`config.mk`:
```
export PLATFORM = sky130hd
export DESIGN_NAME = pb_debounce_multi
export DESIGN_NICKNAME = d
export VERILOG_FILES = /design/src/rtl/pb_debounce_pkg.sv /design/src/rtl/pb_debounce_chan.sv /design/src/rtl/pb_debounce_multi.sv
export SDC_FILE = /design/constraint.sdc
export NUM_CORES = 1
export LEC_CHECK = 0
export ABC_AREA = 1
export CAP_MARGIN = 5
export CORE_MARGIN = 4
export CORE_UTILIZATION = 52
export DETAILED_ROUTE_END_ITERATION = 10
export PLACE_DENSITY = 0.77
export SYNTH_ARGS = -nofsm -noshare
export SYNTH_HDL_FRONTEND = slang
export SYNTH_SLANG_ARGS = --single-unit
```
`constraint.sdc`:
```
create_clock -name Clk -period 1.1 [get_ports Clk]
set_input_delay 0.165 -clock Clk [delete_from_list [all_inputs] [get_ports Clk]]
set_output_delay 0.165 -clock Clk [all_outputs]
set_load 0.05 [all_outputs]
```
`src/rtl/pb_debounce_pkg.sv`:
```
// pb_debounce_pkg
//   Shared definitions for the multi-channel push-button conditioner:
//   counter-width helpers and default timing constants.
package pb_debounce_pkg;

  localparam int DEF_TICK_DIV     = 4;
  localparam int DEF_STABLE_COUNT = 4;

  // Ceiling log2 of value; 0 for value <= 1.
  function automatic int clog2(input int value);
    int width;
    width = 0;
    for (int i = 0; i < 31; i++) begin
      if ((32'sd1 <<< i) < value) begin
        width = i + 1;
      end else begin
        width = width;
      end
    end
    return width;
  endfunction

  // Bits needed to hold 0..max_value, never less than one bit.
  function automatic int cnt_width(input int max_value);
    int width;
    width = clog2(max_value + 1);
    if (width < 1) begin
      width = 1;
    end else begin
      width = width;
    end
    return width;
  endfunction

endpackage

```
`src/rtl/pb_debounce_chan.sv`:
```
// pb_debounce_chan
//   One debounced channel: two-flop synchroniser, stability counter that
//   accepts a new level after STABLE_COUNT consecutive differing ticks,
//   rise/fall pulse registers and an optional long-press hold counter.
// Ports:
//   Clk      system clock
//   Reset    asynchronous active-high reset
//   tick     sample-tick clock enable from the shared prescaler
//   pb_in    raw asynchronous button input
//   pb_out   debounced level
//   pb_rise  1-cycle pulse on accepted 0->1
//   pb_fall  1-cycle pulse on accepted 1->0
//   pb_long  1-cycle pulse when a high level has lasted LONG_TICKS ticks
module pb_debounce_chan
  import pb_debounce_pkg::*;
#(
  parameter int STABLE_COUNT = DEF_STABLE_COUNT,
  parameter int LONG_TICKS   = 0,
  parameter int IDLE_LEVEL   = 0
) (
  input  logic Clk,
  input  logic Reset,
  input  logic tick,
  input  logic pb_in,
  output logic pb_out,
  output logic pb_rise,
  output logic pb_fall,
  output logic pb_long
);

  localparam int CW = cnt_width(STABLE_COUNT);
  localparam logic [CW-1:0] ST_LAST = CW'(STABLE_COUNT - 1);
  localparam logic IDLE_BIT = (IDLE_LEVEL != 0) ? 1'b1 : 1'b0;

  logic          sync1_r;
  logic          sync2_r;
  logic [CW-1:0] cnt_r;

  // Two-flop synchroniser for the asynchronous button input.
  always_ff @(posedge Clk or posedge Reset) begin
    if (Reset) begin
      sync1_r <= IDLE_BIT;
      sync2_r <= IDLE_BIT;
    end else begin
      sync1_r <= pb_in;
      sync2_r <= sync1_r;
    end
  end

  // Stability counter and accepted level; edge pulses default low so they
  // last exactly one clock even when ticks are sparse.
  always_ff @(posedge Clk or posedge Reset) begin
    if (Reset) begin
      cnt_r   <= {CW{1'b0}};
      pb_out  <= IDLE_BIT;
      pb_rise <= 1'b0;
      pb_fall <= 1'b0;
    end else begin
      pb_rise <= 1'b0;
      pb_fall <= 1'b0;
      if (tick) begin
        if (sync2_r == pb_out) begin
          cnt_r <= {CW{1'b0}};
        end else if (cnt_r == ST_LAST) begin
          pb_out  <= sync2_r;
          cnt_r   <= {CW{1'b0}};
          pb_rise <= sync2_r;
          pb_fall <= ~sync2_r;
        end else begin
          cnt_r <= cnt_r + CW'(1);
        end
      end else begin
        cnt_r <= cnt_r;
      end
    end
  end

  generate
    if (LONG_TICKS > 0) begin : g_long
      localparam int HW = cnt_width(LONG_TICKS);
      localparam logic [HW-1:0] HOLD_MAX  = HW'(LONG_TICKS);
      localparam logic [HW-1:0] HOLD_LAST = HW'(LONG_TICKS - 1);

      logic [HW-1:0] hold_r;

      // Hold counter saturates at LONG_TICKS so the pulse fires once per
      // press; only a release (pb_out low) re-arms it.
      always_ff @(posedge Clk or posedge Reset) begin
        if (Reset) begin
          hold_r  <= {HW{1'b0}};
          pb_long <= 1'b0;
        end else begin
          pb_long <= 1'b0;
          if (!pb_out) begin
            hold_r <= {HW{1'b0}};
          end else if (tick && (hold_r != HOLD_MAX)) begin
            hold_r  <= hold_r + HW'(1);
            pb_long <= (hold_r == HOLD_LAST);
          end else begin
            hold_r <= hold_r;
          end
        end
      end
    end else begin : g_no_long
      assign pb_long = 1'b0;
    end
  endgenerate

endmodule

```
`src/rtl/pb_debounce_multi.sv`:
```
// pb_debounce_multi
//   Multi-channel push-button conditioner. A shared prescaler produces a
//   one-clock sample tick every TICK_DIV clocks; each channel is debounced
//   independently against that tick.
// Ports:
//   Clk      system clock
//   Reset    asynchronous active-high reset
//   pb_in    raw button inputs, one bit per channel
//   pb_out   debounced levels
//   pb_rise  1-cycle pulses on accepted 0->1
//   pb_fall  1-cycle pulses on accepted 1->0
//   pb_long  1-cycle long-press pulses (tied low when LONG_TICKS = 0)
module pb_debounce_multi
  import pb_debounce_pkg::*;
#(
  parameter int CHANNELS     = 4,
  parameter int TICK_DIV     = DEF_TICK_DIV,
  parameter int STABLE_COUNT = DEF_STABLE_COUNT,
  parameter int LONG_TICKS   = 0,
  parameter int IDLE_LEVEL   = 0
) (
  input  logic                Clk,
  input  logic                Reset,
  input  logic [CHANNELS-1:0] pb_in,
  output logic [CHANNELS-1:0] pb_out,
  output logic [CHANNELS-1:0] pb_rise,
  output logic [CHANNELS-1:0] pb_fall,
  output logic [CHANNELS-1:0] pb_long
);

  localparam int PW = cnt_width(TICK_DIV - 1);
  localparam logic [PW-1:0] PS_LAST = PW'(TICK_DIV - 1);

  logic [PW-1:0] ps_cnt_r;
  logic          tick_s;

  // Tick is a clock enable, high during the last count of each period;
  // with TICK_DIV = 1 the counter sits at zero and tick stays high.
  assign tick_s = (ps_cnt_r == PS_LAST);

  // Sample-tick prescaler shared by all channels.
  always_ff @(posedge Clk or posedge Reset) begin
    if (Reset) begin
      ps_cnt_r <= {PW{1'b0}};
    end else if (tick_s) begin
      ps_cnt_r <= {PW{1'b0}};
    end else begin
      ps_cnt_r <= ps_cnt_r + PW'(1);
    end
  end

  generate
    for (genvar ch = 0; ch < CHANNELS; ch++) begin : g_chan
      pb_debounce_chan #(
        .STABLE_COUNT (STABLE_COUNT),
        .LONG_TICKS   (LONG_TICKS),
        .IDLE_LEVEL   (IDLE_LEVEL)
      ) u_chan (
        .Clk     (Clk),
        .Reset   (Reset),
        .tick    (tick_s),
        .pb_in   (pb_in[ch]),
        .pb_out  (pb_out[ch]),
        .pb_rise (pb_rise[ch]),
        .pb_fall (pb_fall[ch]),
        .pb_long (pb_long[ch])
      );
    end
  endgenerate

endmodule

```
==> tab_implementation.tex, run 1 <==
\begin{tabular}{lr}
\hline
Metric & Value \\
\hline
\multicolumn{2}{l}{\textbf{Run status}} \\
Outcome & finished, violations left \\
Failing checks & setup timing \\
\multicolumn{2}{l}{\textbf{Routing}} \\
Initial detailed-routing violation count & 29 \\
Number of DRC violations after detailed routing & 0 \\
Number of vias after detailed routing & just over 1000 \\
Routed Antenna Nets & 0 \\
Number of detailed-routing iterations run before antenna repair & 4 \\
Aggregate routed wire length & between 2000 and 3000 um \\
Via-to-Cell Ratio & slightly above 5 \\
Post-detailed-route wirelength per cell & $\sim$12 um \\
\multicolumn{2}{l}{\textbf{STA}} \\
RSZ-0062 raised after global routing & true \\
Final Max Tran Viols & 0 \\
Post-Route Setup TNS & -20.5 ps \\
Timing-limited maximum frequency & roughly 900 MHz \\
Fraction of the cycle the final worst path needs & 101\% \\
Final hold viol count & 0 \\
Final number of setup-violating endpoints & 3 \\
Final setup slack of the worst path & -12.5 ps \\
Worst clock skew & between 5 and 6 ps \\
Time the worst path needs with I/O delays and setup & roughly 1100 ps \\
\multicolumn{2}{l}{\textbf{GRT}} \\
Aggregate global-route resource usage & between 10\% and 20\% \\
First-pass GRT wire length & between 4000 and 5000 um \\
Via count of the first global-routing pass & around 980 \\
Largest net degree at the start of global routing & 35 \\
Antenna violations before repair & 0 \\
Total overflow reported by the global router & 0 \\
\multicolumn{2}{l}{\textbf{Synthesis}} \\
Top cell type by total area after synthesis & sky130\_fd\_sc\_hd\_\_dfrtp\_1 \\
Top cell type's share of synthesized area & 57.4\% \\
Share of synthesized area occupied by flip-flops and latches & $\sim$57\% \\
Top cell types by occurrence after synthesis & sky130\_fd\_sc\_hd\_\_nand2\_1, sky130\_fd\_sc\_hd\_\_dfrtp\_1, sky130\_fd\_sc\_hd\_\_inv\_1, sky130\_fd\_sc\_hd\_\_buf\_4, sky130\_fd\_sc\_hd\_\_nor2\_1 \\
Flop and latch count out of synthesis & 34 \\
Share of flip-flops with an asynchronous set or reset & 100\% \\
Number of enable flip-flop cells after synthesis & 0 \\
Synth Cell Area & around 0.0015 sq mm \\
Average footprint of a synthesized cell & between 9 and 10 sq um \\
Gate count of the mapped netlist & $\sim$150 \\
Most frequently used flop master after synthesis & sky130\_fd\_sc\_hd\_\_dfrtp\_1 \\
Most area-consuming cells after synthesis & sky130\_fd\_sc\_hd\_\_dfrtp\_1, sky130\_fd\_sc\_hd\_\_nand2\_1, sky130\_fd\_sc\_hd\_\_buf\_4, sky130\_fd\_sc\_hd\_\_inv\_1, sky130\_fd\_sc\_hd\_\_ha\_1 \\
Cell with the most instances after synthesis & sky130\_fd\_sc\_hd\_\_nand2\_1 \\
Number of warning messages in the yosys log & 0 \\
Distinct cell type count after synthesis & 17 \\
\multicolumn{2}{l}{\textbf{Critical path}} \\
Worst path required time & about 940 ps \\
Critical-path cell list & buf\_12 \\
Slowest cell on the critical path & sky130\_fd\_sc\_hd\_\_dfrtp\_2 \\
Critical path type & reg2out \\
Max incr delay on CP & 450 ps \\
Count of buffering cells on the critical path with inverters included & 1 \\
Cell type group with the largest total delay on the critical path & flip-flops \\
Kind of end point of the critical path & output pin \\
Kind of start point of the critical path & flop \\
Worst-path maximum fanout & 4 \\
Data arrival time of the critical path & between 900 and 1000 ps \\
\multicolumn{2}{l}{\textbf{Floorplanning}} \\
Chip Width & slightly above 60 um \\
Height of the die & approximately 61 um \\
Area of the die & roughly 0.0038 sq mm \\
Site row count & 19 \\
Number of top-level pins & 22 \\
Total core area & between 0.002 and 0.003 sq mm \\
Initial core utilization & 54.2\% \\
\multicolumn{2}{l}{\textbf{Layout}} \\
Share of layout cells above drive strength 1 & a little under a third \\
Total number of nets in the final design & about 180 \\
Diode count & 0 \\
Number of standard cells in the final layout excluding fillers & 202 \\
Synth-to-layout area growth & 28.6\% \\
Total of fill cells in the finished design & 183 \\
\multicolumn{2}{l}{\textbf{Placement}} \\
DP HPWL & roughly 1700 um \\
Final weighted congestion of routability-driven global placement & between 0.7 and 0.8 \\
Number of placed instances, taps included & $\sim$190 \\
Input/output buffers & 17 \\
\multicolumn{2}{l}{\textbf{Hold path}} \\
Class of the most critical hold timing path & in2async \\
\multicolumn{2}{l}{\textbf{Power and ir drop}} \\
Leakage power of the design & between 0.9 and 1 nW \\
Power Density & about 1900 mW/mm\^{}2 \\
Worst VDD drop & about 1400 uV \\
\multicolumn{2}{l}{\textbf{Clock tree}} \\
Max Root-Sink Buffers & 2 \\
Number of sinks handled by clock tree synthesis & 34 \\
Clock latency of the later-clocked register in the worst-skew pair & $\sim$340 ps \\
CTS HTree Levels & 2 \\
Clock transition at the registers of the reported paths & approximately 100 ps \\
CTS tree & done \\
CTS hold repair buffers & 0 \\
Number of buffers inserted during clock tree synthesis & 5 \\
Root Driver & sky130\_fd\_sc\_hd\_\_clkbuf\_4 \\
\multicolumn{2}{l}{\textbf{Flow run}} \\
Max Cap Viol & 0 \\
\hline
\end{tabular}
[routing by layer]
metal,up-vias,share of wire [%],wire length [um],global-route usage [%]
li1,484,-,-,-
met1,510,40,996,16.9
met2,29,53,1330,25.2
met3,2,6.3,158,6.50
met4,0,1.1,27,5.76
met5,-,0,0,0
[kinds of logic after synthesis]
logic type / count (synthesis) / share of synthesized area [%]
buf+inv: 39 / 14.9
simple gates: 61 / 17.9
other cells: 1 / 0.253
fa+ha+maj: 5 / 4.22
flops: 34 / 57.4
compound gates: 12 / 5.32
[path summary, 6_finish.rpt]
path	cells past startpoint	start	to	slack (ps)
max	1	g_chan[3].u_chan.pb_out$_DFFE_PP0P_	pb_out[3]	-10
min	3	Reset	g_chan[2].u_chan.cnt_r[2]$_DFFE_PP0P_	150
max reg2reg	5	ps_cnt_r[0]$_DFF_PP0_	g_chan[2].u_chan.pb_out$_DFFE_PP0P_	20
min reg2reg	0	g_chan[2].u_chan.sync1_r$_DFF_PP0_	g_chan[2].u_chan.sync2_r$_DFF_PP0_	360
max in group asynchronous	3	Reset	g_chan[3].u_chan.pb_out$_DFFE_PP0P_	760
min in group Clk	1	pb_in[1]	g_chan[1].u_chan.sync1_r$_DFF_PP0_	250
[where the power goes]
group / switching [mW] / total, mW / internal [mW]
combinational: 0.641 / 1.17 / 0.530
sequential: 0.153 / 1.58 / 1.43
clock: 0.413 / 0.850 / 0.437
total: 1.21 / 3.60 / 2.40
[metrics by stage]
stage | util, % | hold WS (ps) | setup WS, ps | area (sq um) | total power, mW
final | 69.7 | 155 | -12.5 | 1910 | 3.60
after global routing | 69.7 | 163 | -51.1 | 1910 | 3.83
after CTS | 66.5 | 156 | -28.7 | 1820 | 3.51
after detailed placement | 62.7 | 339 | 8.23 | 1720 | 2.61
after global placement | 62.7 | 334 | 66.8 | 1720 | 2.53
after floorplan | - | 196 | 105 | 1490 | 2.30
[worst reg2reg max path, cell delays in order (launching register included)]
cell and delay (ps):
sky130_fd_sc_hd__dfrtp_1 410, sky130_fd_sc_hd__ha_4 190, sky130_fd_sc_hd__buf_8 140, sky130_fd_sc_hd__nand3_1 100
sky130_fd_sc_hd__nand2_1 80, sky130_fd_sc_hd__nand2_1 50
[cell type report]
cell class / count / area (sq um) / area share (%)
sequential: 34 / 853 / 44.8
multi-input combinational: 82 / 464 / 24.3
timing repair buffer: 26 / 389 / 20.4
inverter: 21 / 82.6 / 4.33
clock buffer: 8 / 78.8 / 4.13
tap: 31 / 38.8 / 2.03
[timing repair]
item / CTS / global route
setup buffers: 3 / 3
hold endpoints to repair: 0 / 0
resized for setup: 1 / 24
endpoints found under the setup margin: 6 / 31
pin swaps: 0 / 7
[flip-flops by register name, indices dropped and copies added (netlist names)]
signal,flops
g_chan.u_chan.pb_rise,4
g_chan.u_chan.pb_fall,4
g_chan.u_chan.pb_out,4
g_chan.u_chan.sync2_r,4
ps_cnt_r,2
g_chan.u_chan.sync1_r,4
g_chan.u_chan.cnt_r,12
[cell usage in the layout (no fill, tap or decap), types with 2 or more instances in the layout]
cell,instances
sky130_fd_sc_hd__nor2_1,5
sky130_fd_sc_hd__nand3_2,2
sky130_fd_sc_hd__buf_12,13
sky130_fd_sc_hd__dfrtp_2,2
sky130_fd_sc_hd__ha_1,3
sky130_fd_sc_hd__inv_2,6
sky130_fd_sc_hd__nor2_4,2
sky130_fd_sc_hd__conb_1,4
sky130_fd_sc_hd__nand4_1,4
sky130_fd_sc_hd__clkbuf_4,5
sky130_fd_sc_hd__dfrtp_1,32
sky130_fd_sc_hd__o21bai_1,3
sky130_fd_sc_hd__o21ai_1,4
sky130_fd_sc_hd__buf_4,4
sky130_fd_sc_hd__buf_6,3
sky130_fd_sc_hd__a21boi_1,3
sky130_fd_sc_hd__nor2_2,2
sky130_fd_sc_hd__inv_1,14
sky130_fd_sc_hd__nand2_2,6
sky130_fd_sc_hd__clkdlybuf4s50_1,5
sky130_fd_sc_hd__nand3_1,5
sky130_fd_sc_hd__clkbuf_8,3
sky130_fd_sc_hd__nand2_1,35
No activity file was read; power rests on OpenSTA's default activity.
==> inputs of run 2 (changes only) <==
--- a/config.mk
+++ b/config.mk
@@ -5,12 +5,12 @@
 export SDC_FILE = /design/constraint.sdc
 export NUM_CORES = 1
 export LEC_CHECK = 0
-export ABC_AREA = 1
 export CAP_MARGIN = 5
 export CORE_MARGIN = 4
-export CORE_UTILIZATION = 52
+export CORE_UTILIZATION = 50
+export CTS_BUF_LIST = sky130_fd_sc_hd__clkbuf_8
 export DETAILED_ROUTE_END_ITERATION = 10
-export PLACE_DENSITY = 0.77
+export PLACE_DENSITY = 0.78
 export SYNTH_ARGS = -nofsm -noshare
 export SYNTH_HDL_FRONTEND = slang
 export SYNTH_SLANG_ARGS = --single-unit
==> constraint.sdc (replaced) <==
create_clock -name Clk -period 0.91 [get_ports Clk]
set_input_delay 0.1365 -clock Clk [delete_from_list [all_inputs] [get_ports Clk]]
set_output_delay 0.1365 -clock Clk [all_outputs]
set_load 0.05 [all_outputs]
==> run 2 against run 1 <==
Effect of this change:
- the run still ends with setup timing left
- first-iteration DRC count is 45% lower
- clock-buffer cell count is 2 lower
- sequential cell count stayed put
- register-to-register slack worse by 300 ps
- critical path type is now reg2reg
- cell count is 6.4% lower
- clock skew is 0.96 ps higher
==> tab_implementation.tex, run 2 <==
\begin{tabular}{lr}
\hline
Metric & Value \\
\hline
\multicolumn{2}{l}{\textbf{Power and ir drop}} \\
Worst VDD drop & between 2000 and 2500 uV \\
Total power & roughly 5.5 mW \\
Leakage power of the design & between 0.9 and 1 nW \\
Power Density & approximately 2500 mW/mm\^{}2 \\
\multicolumn{2}{l}{\textbf{Critical path}} \\
Kind of start point of the critical path & flop \\
Critical-path cell list & ha\_4 > nand3b\_1 > mux2\_4 \\
Kind of end point of the critical path & flop \\
Critical path type & reg2reg \\
Data arrival time of the critical path & between 1000 and 1500 ps \\
Cell type group with the largest total delay on the critical path & flip-flops \\
Count of buffering cells on the critical path with inverters included & 0 \\
Slowest cell on the critical path & sky130\_fd\_sc\_hd\_\_dfrtp\_1 \\
Worst path required time & 1080 ps \\
Worst-path maximum fanout & 8 \\
Max incr delay on CP & 410 ps \\
\multicolumn{2}{l}{\textbf{Layout}} \\
Core Util, Final & about four fifths \\
Number of flip-flops in the largest register & 12 \\
Register ranked first by flip-flop count & g\_chan.u\_chan.cnt\_r \\
Commonest cells after routing, fill and taps aside & sky130\_fd\_sc\_hd\_\_dfrtp\_1, sky130\_fd\_sc\_hd\_\_buf\_4, sky130\_fd\_sc\_hd\_\_buf\_12 \\
Synth-to-layout area growth & 47.9\% \\
Diode count & 0 \\
Total number of nets in the final design & around 170 \\
Total of fill cells in the finished design & approximately 150 \\
Final design instance area without fill & between 0.002 and 0.0025 sq mm \\
Commonest non-fill, non-tap cell in the layout & sky130\_fd\_sc\_hd\_\_dfrtp\_1 \\
Share of layout cells above drive strength 1 & approximately 47\% \\
\multicolumn{2}{l}{\textbf{Placement}} \\
Place WS & -280 ps \\
Final weighted congestion of routability-driven global placement & between 0.7 and 0.8 \\
DP HPWL & around 1800 um \\
Input/output buffers & 17 \\
Instance area after placement & 0.00187 sq mm \\
\multicolumn{2}{l}{\textbf{GRT}} \\
Antenna violations before repair & 0 \\
Total overflow reported by the global router & 0 \\
Aggregate global-route resource usage & 16.9\% \\
First-pass GRT wire length & 5050 um \\
Via count of the first global-routing pass & around 1100 \\
Largest net degree at the start of global routing & 35 \\
\multicolumn{2}{l}{\textbf{Clock tree}} \\
Clock latency of the later-clocked register in the worst-skew pair & 290 ps \\
Max Root-Sink Buffers & 2 \\
CTS HTree Levels & 2 \\
Number of sinks handled by clock tree synthesis & 34 \\
Number of buffers inserted during clock tree synthesis & 5 \\
CTS tree & done \\
Clock transition at the registers of the reported paths & 70 ps \\
Root Driver & sky130\_fd\_sc\_hd\_\_clkbuf\_8 \\
\multicolumn{2}{l}{\textbf{Floorplanning}} \\
Site row count & 19 \\
Area of the die & between 0.003 and 0.004 sq mm \\
Height of the die & 62.3 um \\
Number of top-level pins & 22 \\
Total core area & approximately 0.0028 sq mm \\
Initial core utilization & 53.0\% \\
Chip Width & a little over 60 um \\
\multicolumn{2}{l}{\textbf{Synthesis}} \\
Flop and latch count out of synthesis & 34 \\
Top cell type's share of synthesized area & between 50\% and 60\% \\
Share of synthesized area occupied by flip-flops and latches & between 50\% and 60\% \\
Cell with the most instances after synthesis & sky130\_fd\_sc\_hd\_\_dfrtp\_1 \\
Number of enable flip-flop cells after synthesis & 0 \\
Most frequently used flop master after synthesis & sky130\_fd\_sc\_hd\_\_dfrtp\_1 \\
Most area-consuming cells after synthesis & sky130\_fd\_sc\_hd\_\_dfrtp\_1, sky130\_fd\_sc\_hd\_\_buf\_4, sky130\_fd\_sc\_hd\_\_nand2b\_1, sky130\_fd\_sc\_hd\_\_ha\_1, sky130\_fd\_sc\_hd\_\_nor3b\_1 \\
Gate count of the mapped netlist & 120 \\
Synth Cell Area & approximately 0.0015 sq mm \\
Share of flip-flops with an asynchronous set or reset & 100\% \\
Top cell type by total area after synthesis & sky130\_fd\_sc\_hd\_\_dfrtp\_1 \\
Number of warning messages in the yosys log & 0 \\
Top cell types by occurrence after synthesis & sky130\_fd\_sc\_hd\_\_dfrtp\_1, sky130\_fd\_sc\_hd\_\_buf\_4, sky130\_fd\_sc\_hd\_\_nand2b\_1, sky130\_fd\_sc\_hd\_\_inv\_1, sky130\_fd\_sc\_hd\_\_nor3b\_1 \\
Distinct cell type count after synthesis & 18 \\
Average footprint of a synthesized cell & approximately 12 sq um \\
\multicolumn{2}{l}{\textbf{STA}} \\
Final setup slack of the worst path & -277 ps \\
Final number of setup-violating endpoints & 37 \\
Timing-limited maximum frequency & roughly 840 MHz \\
Worst clock skew & approximately 6.3 ps \\
RSZ-0062 raised after global routing & true \\
Time the worst path needs with I/O delays and setup & about 1200 ps \\
Final hold viol count & 0 \\
Fraction of the cycle the final worst path needs & 130\% \\
Final Max Tran Viols & 0 \\
\multicolumn{2}{l}{\textbf{Routing}} \\
Number of vias after detailed routing & about 980 \\
Metal3 WL & approximately 120 um \\
Top Metal Used & met4 \\
Aggregate routed wire length & around 2900 um \\
Routed wl met2 & between 1500 and 2000 um \\
Routed Antenna Nets & 0 \\
Number of DRC violations after detailed routing & 0 \\
Initial detailed-routing violation count & 16 \\
Post-detailed-route wirelength per cell & 15.4 um \\
Routed met1 length & 1090 um \\
Number of detailed-routing iterations run before antenna repair & 2 \\
Via-to-Cell Ratio & 5.16 \\
\multicolumn{2}{l}{\textbf{Flow run}} \\
Max Cap Viol & 0 \\
\multicolumn{2}{l}{\textbf{Hold path}} \\
Class of the most critical hold timing path & in2async \\
\multicolumn{2}{l}{\textbf{Run status}} \\
Failing checks & setup timing \\
Outcome & finished, violations left \\
\hline
\end{tabular}
run 2: changes by cell type after synthesis, sizes merged, moves of 5 or more:
cell / before / now
nand2: 41 / 4
inv: 21 / 9
nand2b: 0 / 12
nor2: 9 / 1
nor3b: 0 / 8
nand3: 7 / 0
o22ai: 0 / 7
o21ai: 5 / 0
run 2: per-layer routing:
| layer | vias up | track usage (%) |
|---|---|---|
| met5 | - | 0 |
| met3 | 4 | 7.39 |
| met1 | 502 | 17.5 |
| met4 | 0 | 6.90 |
| met2 | 16 | 29.7 |
| li1 | 453 | - |
run 2: worst paths after layout:
path / startpoint / to / slack (ps) / cells after the start
max in group asynchronous: Reset / g_chan[1].u_chan.cnt_r[2]$_DFFE_PP0P_ / 540 / 3
min in group Clk: pb_in[3] / g_chan[3].u_chan.sync1_r$_DFF_PP0_ / 290 / 1
hold / removal: Reset / g_chan[3].u_chan.pb_rise$_DFF_PP0_ / 190 / 3
setup reg to reg: ps_cnt_r[0]$_DFF_PP0_ / g_chan[3].u_chan.pb_out$_DFFE_PP0P_ / -280 / 3
hold reg to reg: g_chan[3].u_chan.sync1_r$_DFF_PP0_ / g_chan[3].u_chan.sync2_r$_DFF_PP0_ / 350 / 0
setup / recovery: ps_cnt_r[0]$_DFF_PP0_ / g_chan[3].u_chan.pb_out$_DFFE_PP0P_ / -280 / 3
run 2: where the power goes:
part / internal (mW) / switching (mW) / leakage, nW
sequential: 1.75 / 0.189 / 0.440
combinational: 1.38 / 1.04 / 0.493
clock: 0.608 / 0.560 / 0.0472
total: 3.73 / 1.78 / 0.980
run 2: per-stage QoR:
step	hold WS [ps]	cells	TNS, ps
after floorplan	168	123	-2490
after global placement	334	172	-3150
after detailed placement	340	172	-4360
after CTS	192	188	-6180
after global routing	215	189	-7740
final	194	189	-5680
run 2: worst register-to-register path, cell delays in order (launching register included):
cell and delay [ps]:
sky130_fd_sc_hd__dfrtp_1 410, sky130_fd_sc_hd__ha_4 200, sky130_fd_sc_hd__nand3b_1 150, sky130_fd_sc_hd__mux2_4 310
run 2: cell type report:
| class | count | area (sq um) | area share, % |
|---|---|---|---|
| sequential | 34 | 851 | 39.0 |
| multi-input combinational | 62 | 628 | 28.8 |
| timing repair buffer | 45 | 536 | 24.5 |
| clock buffer | 6 | 82.6 | 3.78 |
| tap | 31 | 38.8 | 1.78 |
| inverter | 9 | 33.8 | 1.55 |
| clock inverter | 2 | 12.5 | 0.573 |
run 2: logic make-up after synthesis:
| family | after synthesis | synth area share (%) |
|---|---|---|
| AO/OA/AOI/OAI | 12 | 6.53 |
| XOR/XNOR | 4 | 2.37 |
| adder cells (fa/ha/maj) | 5 | 4.24 |
| buffers and inverters | 27 | 11.7 |
| flip-flops | 34 | 57.7 |
| multiplexers | 4 | 3.05 |
| other | 1 | 0.254 |
| AND/OR/NAND/NOR | 33 | 14.2 |
run 2: what timing repair did:
| action | 4_1_cts | 5_1_grt |
|---|---|---|
| resized for setup | 18 | 7 |
| pin swaps | 7 | 6 |
| hold buffers | 0 | 0 |
| endpoints found under the setup margin | 37 | 37 |
| buffers inserted | 8 | 1 |
==> inputs of run 3 (changes only) <==
--- a/config.mk
+++ b/config.mk
@@ -6,10 +6,10 @@
 export NUM_CORES = 1
 export LEC_CHECK = 0
 export CAP_MARGIN = 5
-export CORE_MARGIN = 4
 export CORE_UTILIZATION = 50
 export CTS_BUF_LIST = sky130_fd_sc_hd__clkbuf_8
 export DETAILED_ROUTE_END_ITERATION = 10
+export MAX_ROUTING_LAYER = met4
 export PLACE_DENSITY = 0.78
 export SYNTH_ARGS = -nofsm -noshare
 export SYNTH_HDL_FRONTEND = slang
==> run 3 against run 2 <==
Effect of this change:
- the flow still finishes with violations (setup timing)
- sequential cell count stayed put
- die area is 18% lower
- wire length is 5.8% higher
- worst hold slack better by 6.5 ps
- register-to-register slack worse by 40 ps
- clock skew is 0.74 ps higher
- via count is 1.6% higher
- critical path type unchanged
- critical endpoint is now g_chan[0].u_chan.pb_out$_DFFE_PP0P_
- largest cell class unchanged
==> tab_implementation.tex, run 3 (synthesis gave the netlist of run 2 again) <==
\begin{tabular}{lr}
\hline
Metric & Value \\
\hline
\multicolumn{2}{l}{\textbf{Run status}} \\
Outcome & finished, violations left \\
Failing checks & setup timing \\
\multicolumn{2}{l}{\textbf{Layout}} \\
Diode count & 0 \\
Share of layout cells above drive strength 1 & a little under three fifths \\
Number of standard cells in the final layout excluding fillers & slightly below 200 \\
Core Util, Final & between 80 and 90\% \\
Commonest non-fill, non-tap cell in the layout & sky130\_fd\_sc\_hd\_\_dfrtp\_1 \\
Commonest cells after routing, fill and taps aside & sky130\_fd\_sc\_hd\_\_dfrtp\_1, sky130\_fd\_sc\_hd\_\_buf\_4, sky130\_fd\_sc\_hd\_\_buf\_12 \\
Register ranked first by flip-flop count & g\_chan.u\_chan.cnt\_r \\
Sequential standard cell area & 851 sq um \\
Final design instance area without fill & around 0.0023 sq mm \\
Synth-to-layout area growth & 54.9\% \\
Number of flip-flops in the largest register & 12 \\
Total number of nets in the final design & about 170 \\
Total of fill cells in the finished design & between 100 and 150 \\
Multi-input gate area in the final layout & between 600 and 700 sq um \\
\multicolumn{2}{l}{\textbf{Placement}} \\
Instance area after placement & 0.00188 sq mm \\
DP HPWL & approximately 1800 um \\
Input/output buffers & 17 \\
Number of placed instances, taps included & 173 \\
Final weighted congestion of routability-driven global placement & between 0.7 and 0.8 \\
Place WS & -294 ps \\
\multicolumn{2}{l}{\textbf{Routing}} \\
Number of detailed-routing iterations run before antenna repair & 4 \\
Routed Antenna Nets & 0 \\
Post-detailed-route wirelength per cell & between 15 and 20 um \\
Via-to-Cell Ratio & between 5 and 6 \\
Initial detailed-routing violation count & 10 \\
Aggregate routed wire length & between 3000 and 4000 um \\
Number of DRC violations after detailed routing & 0 \\
Number of vias after detailed routing & about 990 \\
\multicolumn{2}{l}{\textbf{Floorplanning}} \\
Site row count & 19 \\
Number of top-level pins & 22 \\
Chip Width & around 56 um \\
Initial core utilization & about 53\% \\
Height of the die & between 50 and 60 um \\
Area of the die & 0.00317 sq mm \\
Total core area & approximately 0.0028 sq mm \\
\multicolumn{2}{l}{\textbf{Critical path}} \\
Kind of start point of the critical path & flop \\
Worst-path maximum fanout & 3 \\
Data arrival time of the critical path & about 1400 ps \\
Worst path required time & 1080 ps \\
Critical path type & reg2reg \\
Kind of end point of the critical path & flop \\
\multicolumn{2}{l}{\textbf{STA}} \\
Worst clock skew & about 7 ps \\
Final number of setup-violating endpoints & 36 \\
Final Max Tran Viols & 0 \\
Final-layout worst hold slack & about 200 ps \\
Post-Route Setup TNS & -6370 ps \\
Final hold viol count & 0 \\
RSZ-0062 raised after global routing & true \\
Fraction of the cycle the final worst path needs & 135\% \\
Final setup slack of the worst path & -317 ps \\
Timing-limited maximum frequency & a little over 800 MHz \\
Time the worst path needs with I/O delays and setup & between 1000 and 1500 ps \\
\multicolumn{2}{l}{\textbf{GRT}} \\
First-pass GRT wire length & between 4000 and 5000 um \\
Aggregate global-route resource usage & 21.0\% \\
Met1 Track Usage GR & between 20 and 25\% \\
Via count of the first global-routing pass & about 1000 \\
Met2 demand-to-capacity share in global routing & 34.4\% \\
Antenna violations before repair & 0 \\
Global Route met3 Usage & a little under 7\% \\
Largest net degree at the start of global routing & 35 \\
Peak-usage layer in the global routing report & met2 \\
Total overflow reported by the global router & 0 \\
\multicolumn{2}{l}{\textbf{Clock tree}} \\
Max Root-Sink Buffers & 2 \\
Number of sinks handled by clock tree synthesis & 34 \\
CTS HTree Levels & 2 \\
Clock transition at the registers of the reported paths & approximately 70 ps \\
Root Driver & sky130\_fd\_sc\_hd\_\_clkbuf\_8 \\
Number of buffers inserted during clock tree synthesis & 5 \\
Clock latency of the later-clocked register in the worst-skew pair & 280 ps \\
CTS tree & done \\
CTS hold repair buffers & 0 \\
\multicolumn{2}{l}{\textbf{Power and ir drop}} \\
Leakage power of the design & 1.04 nW \\
Worst VDD drop & roughly 2300 uV \\
Power Density & approximately 2400 mW/mm\^{}2 \\
Total power & 5.54 mW \\
\multicolumn{2}{l}{\textbf{Flow run}} \\
Max Cap Viol & 0 \\
\multicolumn{2}{l}{\textbf{Hold path}} \\
Class of the most critical hold timing path & in2async \\
\hline
\end{tabular}
run 3: cell types whose count changed in the layout (fill, tap and decap cells not counted), moves of 3 or more:
| cell | before | now |
|---|---|---|
| sky130_fd_sc_hd__nand2_1 | 4 | 0 |
| sky130_fd_sc_hd__o22ai_2 | 4 | 7 |
| sky130_fd_sc_hd__buf_6 | 6 | 10 |
| sky130_fd_sc_hd__nand2b_4 | 0 | 4 |
| sky130_fd_sc_hd__o22ai_1 | 3 | 0 |
| sky130_fd_sc_hd__nand2_2 | 0 | 3 |
| sky130_fd_sc_hd__nand2b_1 | 12 | 8 |
run 3: worst max-delay path: stages (launching register included):
cell and delay [ps]:
sky130_fd_sc_hd__dfrtp_1 400, sky130_fd_sc_hd__ha_2 210, sky130_fd_sc_hd__nand3b_1 190, sky130_fd_sc_hd__mux2_4 320
run 3: routing by layer:
layer,vias to the layer above,share of wire [%]
met5,-,0
met4,0,1.7
met3,5,2.4
met2,16,57
met1,506,39
li1,464,-
run 3: final timing paths:
check / start / cells past startpoint / slack [ps] / to
max in group asynchronous: Reset / 3 / 540 / g_chan[0].u_chan.pb_rise$_DFF_PP0_
min: Reset / 3 / 200 / g_chan[2].u_chan.cnt_r[1]$_DFFE_PP0P_
min in group Clk: pb_in[0] / 1 / 290 / g_chan[0].u_chan.sync1_r$_DFF_PP0_
max reg2reg: g_chan[0].u_chan.cnt_r[1]$_DFFE_PP0P_ / 3 / -320 / g_chan[0].u_chan.pb_out$_DFFE_PP0P_
min reg2reg: g_chan[0].u_chan.sync1_r$_DFF_PP0_ / 0 / 350 / g_chan[0].u_chan.sync2_r$_DFF_PP0_
max: g_chan[0].u_chan.cnt_r[1]$_DFFE_PP0P_ / 3 / -320 / g_chan[0].u_chan.pb_out$_DFFE_PP0P_
run 3: what timing repair did:
action,CTS,global route
gates resized for setup,24,19
pin swaps,7,14
endpoints found under the setup margin,37,37
setup buffers,8,5
run 3: final cells by class:
cell class | instances | area share, %
Tap cell | 31 | 1.70
Sequential cell | 34 | 37.2
Timing Repair Buffer | 50 | 25.7
Multi-Input combinational cell | 62 | 29.8
Clock inverter | 2 | 0.383
Inverter | 9 | 1.48
Clock buffer | 6 | 3.61
run 3: report_power, final:
part	internal (mW)	total, mW	switching, mW
Sequential	1.75	1.95	0.200
Combinational	1.38	2.48	1.09
Clock	0.598	1.12	0.518
Total	3.73	5.54	1.81
==> RTL change 1: new RTL, settings of run 2 <==
Reset style: synchronous (`Reset`), changed in 4 clocked blocks. Comments in the files are not updated.
--- a/src/rtl/pb_debounce_chan.sv
+++ b/src/rtl/pb_debounce_chan.sv
@@ -39,3 +39,3 @@
   // Two-flop synchroniser for the asynchronous button input.
-  always_ff @(posedge Clk or posedge Reset) begin
+  always_ff @(posedge Clk) begin
     if (Reset) begin
@@ -51,3 +51,3 @@
   // last exactly one clock even when ticks are sparse.
-  always_ff @(posedge Clk or posedge Reset) begin
+  always_ff @(posedge Clk) begin
     if (Reset) begin
@@ -87,3 +87,3 @@
       // press; only a release (pb_out low) re-arms it.
-      always_ff @(posedge Clk or posedge Reset) begin
+      always_ff @(posedge Clk) begin
         if (Reset) begin
--- a/src/rtl/pb_debounce_multi.sv
+++ b/src/rtl/pb_debounce_multi.sv
@@ -41,3 +41,3 @@
   // Sample-tick prescaler shared by all channels.
-  always_ff @(posedge Clk or posedge Reset) begin
+  always_ff @(posedge Clk) begin
     if (Reset) begin
Function: no difference found for any inputs over 10 cycles, from zero or initial values and one cycle with Reset high; that may be too few to reach the edited logic, so the function may still have changed.
==> RTL change 1 against run 2 <==
- the flow still finishes with violations (setup timing)
- area after synthesis down 2.0%
- count of clock-buffer cells in the layout unchanged
- setup slack better by 0.046 ns
- critical path depth up 1
- routed wire length up 4.1%
- global-route usage up 0.069 points
- final area down 2.6%
- sequential cell count unchanged
- highest routed layer unchanged
Power is not compared: it rests on default switching activity, and its combinational part moved more than twofold at a synthesized area within 25%.
==> RTL change 1: results (changes against run 2) <==
WL met1=1120 um (was 1090 um); placed cell area=1840 um2 (was 1870 um2); Total GRT Usage=17.0% (was 16.9%); clock latency at the later pin of the worst-skew pair=0.29 ns (about the same); top post-synthesis cells by area=dfxtp_1 47%, nand2b_1 8.7%, buf_4 8.3%, ha_1 5.2%, nor3b_1 4.7% (was dfrtp_1 58%, buf_4 8.7%, nand2b_1 5.1%, ha_1 4.2%, nor3b_1 4.1%); placer congestion estimate=0.736 (was 0.720); leakage power=between 0.8 and 0.9 nW; average via count per standard cell=5.17 (was 5.16); pin count of the biggest net entering global routing=12 (was 35); Place WS=-0.388 ns (was -0.280 ns); global-route met1 utilization=16.8% (was 17.5%); Layout Skew=0.00671 ns (was 0.00627 ns); violated checks=setup timing (unchanged); number of levels in the clock H-tree=2 (unchanged); HP Class=in2reg (was in2async); count of filler cells inserted in the layout=178 (was 151); setup TNS=-3.96 ns (was -5.68 ns); global-route track usage on met2=28.3% (was 29.7%); met3 Track Usage GR=7.44% (was 7.39%); number of DRC markers in iteration 0=15 (was 16); number of nets in the finished design=187 (was 168); mean instance size in the synthesized netlist=10.3 um2 (was 12.3 um2); async set or reset register ratio after synthesis=0% (was 100%); fraction of layout cells with a size suffix above 1=50.0% (was 47.5%); # setup viols final=28 (was 37); number of optimization iterations in the first detailed-route pass=4 (was 2); commonest cells in the netlist=34 x dfxtp_1, 20 x nand2b_1, 16 x buf_4 (was 34 x dfrtp_1, 17 x buf_4, 12 x nand2b_1); number of clock buffers inserted by TritonCTS=5 (unchanged); delay contributed by the slowest stage of the critical path=0.36 ns (was 0.41 ns); count of buffers inserted at the top-level ports=17 (unchanged); met3 wirelength from detailed routing=164 um (was 122 um); portion of the post-synthesis area used by sequential elements=47.1% (was 57.7%); FF-to-FF path depth=4 (was 3); global-route wire length before repair=4510 um (was 5050 um); final setup slack of the worst path=-0.231 ns (was -0.277 ns); Detail Route met2 WL=1590 um (was 1640 um); Unique masters post-synth=24 (was 18); termination of the worst setup path=g_chan[2].u_chan.pb_rise (was g_chan[3].u_chan.pb_out); number of global-route vias before repair=1048 (was 1115); reg-to-reg critical path startpoint=ps_cnt_r[1] (was ps_cnt_r[0]); worst-path fanout max=11 (was 8); slowest CP cell=dfxtp_2 (was dfrtp_1); end of the worst register-to-register path=g_chan[2].u_chan.pb_rise (was g_chan[3].u_chan.pb_out); DP Wirelength=1820 um (was 1840 um); maximum vdd ir drop=0.00161 V; Total Wirelength=3020 um (was 2900 um); gate family responsible for the most delay along the worst path=simple AND/OR/NAND/NOR gates (was flip-flops); status=finished, violations left (unchanged); count of placed standard cells including taps=191 (was 172); count of non-filler cells in the finished layout=205 (was 189); most frequently used flop master after synthesis=dfxtp_1 (was dfrtp_1)
## RTL change 1: layout make-up
cell class | count | area [um2] | area share (%)
timing repair buffer | 45 | 518 | 24.4
clock buffer | 6 | 82.6 | 3.88
tap | 31 | 38.8 | 1.82
inverter | 1 | 3.75 | 0.177
multi-input combinational | 88 | 778 | 36.6
sequential | 34 | 704 | 33.1
## RTL change 1: what timing repair did
item                                    4_1_cts  5_1_grt
resized for setup                            23       16
buffers inserted                              7        1
endpoints found under the setup margin       38       37
endpoints found under the hold margin         0        0
pin swaps                                     3        2
## RTL change 1: cell families after synthesis
logic type / after synthesis / synth area share, %
AO/OA/AOI/OAI: 12 / 4.93
AND/OR/NAND/NOR: 58 / 27.1
multiplexers: 4 / 2.77
flip-flops: 34 / 47.1
other: 1 / 0.259
buffers and inverters: 22 / 10.3
XOR/XNOR: 4 / 2.42
adder cells (fa/ha/maj): 6 / 5.19
## RTL change 1: power groups by stage
stage | Combinational [mW] | Sequential (mW) | Clock (mW)
global placement | 0.203 | 1.57 | 0
detailed placement | 0.212 | 1.58 | 0
finish | 0.246 | 1.55 | 1.07
global route | 0.263 | 1.55 | 1.18
CTS | 0.232 | 1.54 | 1.10
floorplan | 0.149 | 1.57 | 0
## RTL change 1: worst min-delay path by stage
stage,from,to,slack [ns],cells past startpoint
after floorplan,pb_in[0],g_chan[0].u_chan.sync1_r,0.26,1
final,pb_in[0],g_chan[0].u_chan.sync1_r,0.41,2
after global routing,pb_in[0],g_chan[0].u_chan.sync1_r,0.40,2
after detailed placement,g_chan[0].u_chan.sync1_r,g_chan[0].u_chan.sync2_r,0.42,1
after global placement,g_chan[3].u_chan.sync1_r,g_chan[3].u_chan.sync2_r,0.42,1
after CTS,pb_in[0],g_chan[0].u_chan.sync1_r,0.40,2
==> RTL change 2: new RTL, flow settings as in run 2 <==
Without the edit above. Change the package constant `DEF_TICK_DIV` from 4 to 8.
--- a/src/rtl/pb_debounce_pkg.sv
+++ b/src/rtl/pb_debounce_pkg.sv
@@ -5,3 +5,3 @@
 
-  localparam int DEF_TICK_DIV     = 4;
+  localparam int DEF_TICK_DIV     = 8;
   localparam int DEF_STABLE_COUNT = 4;
Formal check against the unedited RTL: same outputs for any inputs over 10 cycles, from zero or initial values and one cycle with Reset high; that may be too few to reach the edited logic, so the function may still have changed.
==> RTL change 2 against run 2 <==
- the flow still finishes with violations (setup timing)
- maximum frequency fell by 14%
- area after synthesis rose by 5.9%
- sequential cell count rose by 1
- via count rose by 1.2%
- critical path depth rose by 2
- final area rose by 2.1%
- setup slack got worse by 0.19 ns
- cell count rose by 7.4%
- routed wire length rose by 3.1%
- critical path type unchanged
- largest cell class unchanged
Power is not compared: it rests on default switching activity, and its combinational part moved more than twofold at a synthesized area within 25%.
==> RTL change 2: results (changes against run 2) <==
# setup viols final=38 (was 37); status=finished, violations left (unchanged); portion of the post-synthesis area used by sequential elements=56.0% (was 57.7%); met3 Track Usage GR=5.10% (was 7.39%); global-route track usage on met2=30.1% (was 29.7%); Unique masters post-synth=20 (was 18); mean instance size in the synthesized netlist=12.5 um2 (was 12.3 um2); number of flip-flops in the largest register=12 (unchanged); DP Wirelength=1940 um (was 1840 um); global-route wire length before repair=5000 um (was 5050 um); commonest cells in the netlist=35 x dfrtp_1, 17 x buf_4, 11 x nand2b_1 (was 34 x dfrtp_1, 17 x buf_4, 12 x nand2b_1); Total GRT Usage=16.7% (was 16.9%); Total Wirelength=2990 um (was 2900 um); ant diodes=0 (unchanged); number of warnings printed during yosys synthesis=0 (unchanged); count of non-filler cells in the finished layout=203 (was 189); pin count of the biggest net entering global routing=36 (was 35); placer congestion estimate=0.728 (was 0.720); number of nets in the finished design=171 (was 168); hold buffers post-CTS=0 (unchanged); Vias=987 (was 975); number of global-route vias before repair=1106 (was 1115); fraction of layout cells with a size suffix above 1=43.4% (was 47.5%); final setup slack of the worst path=-0.466 ns (was -0.277 ns); number of optimization iterations in the first detailed-route pass=4 (was 2); Layout Skew=0.00190 ns (was 0.00627 ns); count of placed standard cells including taps=188 (was 172); Place WS=-0.495 ns (was -0.280 ns); FF-to-FF path depth=5 (was 3); violated checks=setup timing (unchanged); global-route met1 utilization=17.0% (was 17.5%); worst-path fanout max=9 (was 8); setup TNS=-10.15 ns (was -5.68 ns); number of DRC markers in iteration 0=31 (was 16); data arrival time of the critical path=1.56 ns (was 1.36 ns); reg-to-reg critical path startpoint=ps_cnt_r[0] (unchanged); Max Buffers Root-to-Sink=2 (unchanged); top post-synthesis cells by area=dfrtp_1 56%, buf_4 8.2%, ha_1 5.6%, nand2b_1 4.4%, nor3b_1 3.8% (was dfrtp_1 58%, buf_4 8.7%, nand2b_1 5.1%, ha_1 4.2%, nor3b_1 4.1%); number of levels in the clock H-tree=2 (unchanged); end of the worst register-to-register path=g_chan[1].u_chan.cnt_r[0] (was g_chan[3].u_chan.pb_out)
-- RTL change 2: changes by cell type after synthesis, sizes merged --
cell | before | now
o32ai | 1 | 2
dfrtp | 34 | 35
nand3b | 4 | 6
o22ai | 7 | 6
ha | 5 | 7
nand2b | 12 | 11
or2b | 0 | 1
-- RTL change 2: cell families after synthesis --
group | share of synthesized area, %
buf+inv | 11.0
simple gates | 16.0
other cells | 0.240
fa+ha+maj | 5.60
xor+xnor | 2.24
compound gates | 5.44
mux | 3.36
flops | 56.0
-- RTL change 2: what timing repair did --
item / CTS / global route
setup endpoints to repair: 38 / 38
pin swaps: 4 / 4
gates resized for setup: 18 / 8
setup buffers: 5 / 2
-- RTL change 2: worst max path at each step --
stage / start / end / cells past startpoint
finish: ps_cnt_r[0] / g_chan[1].u_chan.cnt_r[0] / 5
global route: ps_cnt_r[0] / g_chan[2].u_chan.cnt_r[0] / 4
CTS: ps_cnt_r[0] / g_chan[3].u_chan.cnt_r[0] / 5
detailed placement: ps_cnt_r[0] / g_chan[2].u_chan.cnt_r[0] / 4
global placement: ps_cnt_r[0] / g_chan[1].u_chan.pb_out / 4
floorplan: ps_cnt_r[0] / g_chan[3].u_chan.pb_out / 5
-- RTL change 2: stage by stage --
stage	area, um2	hold WS, ns
floorplan	1600	0.0836
global placement	1940	0.332
detailed placement	1940	0.339
CTS	2170	0.232
global route	2230	0.252
finish	2230	0.227
-- RTL change 2: per-layer routing --
layer	wire length, um	up-vias	part of all wire [%]
met5	0	-	0
met2	1700	19	57
met3	117	7	3.9
met4	61	0	2.0
met1	1120	498	37
li1	-	463	-
-- RTL change 2: power by group --
part	switching [mW]	total (mW)	internal, mW
Combinational	0.291	0.584	0.293
Clock	0.518	1.20	0.679
Sequential	0.0734	1.72	1.65
Total	0.883	3.50	2.62
-- RTL change 2: worst max-delay path, delay by kind of cell, from the launching register on --
| family | cells | cell delay (ns) |
|---|---|---|
| DFF | 1 | 0.40 |
| AOI/OAI and AO/OA | 1 | 0.24 |
| buffers and inverters | 1 | 0.16 |
| adders and majority gates | 2 | 0.40 |
| and+or+nand+nor | 1 | 0.07 |
-- RTL change 2: layout make-up --
cell class | count | area (um2)
clock buffer | 7 | 96.3
clock inverter | 1 | 3.75
sequential | 35 | 877
inverter | 9 | 37.5
timing repair buffer | 41 | 505
tap | 44 | 55.1
multi-input combinational | 66 | 653
fill | 184 | 800
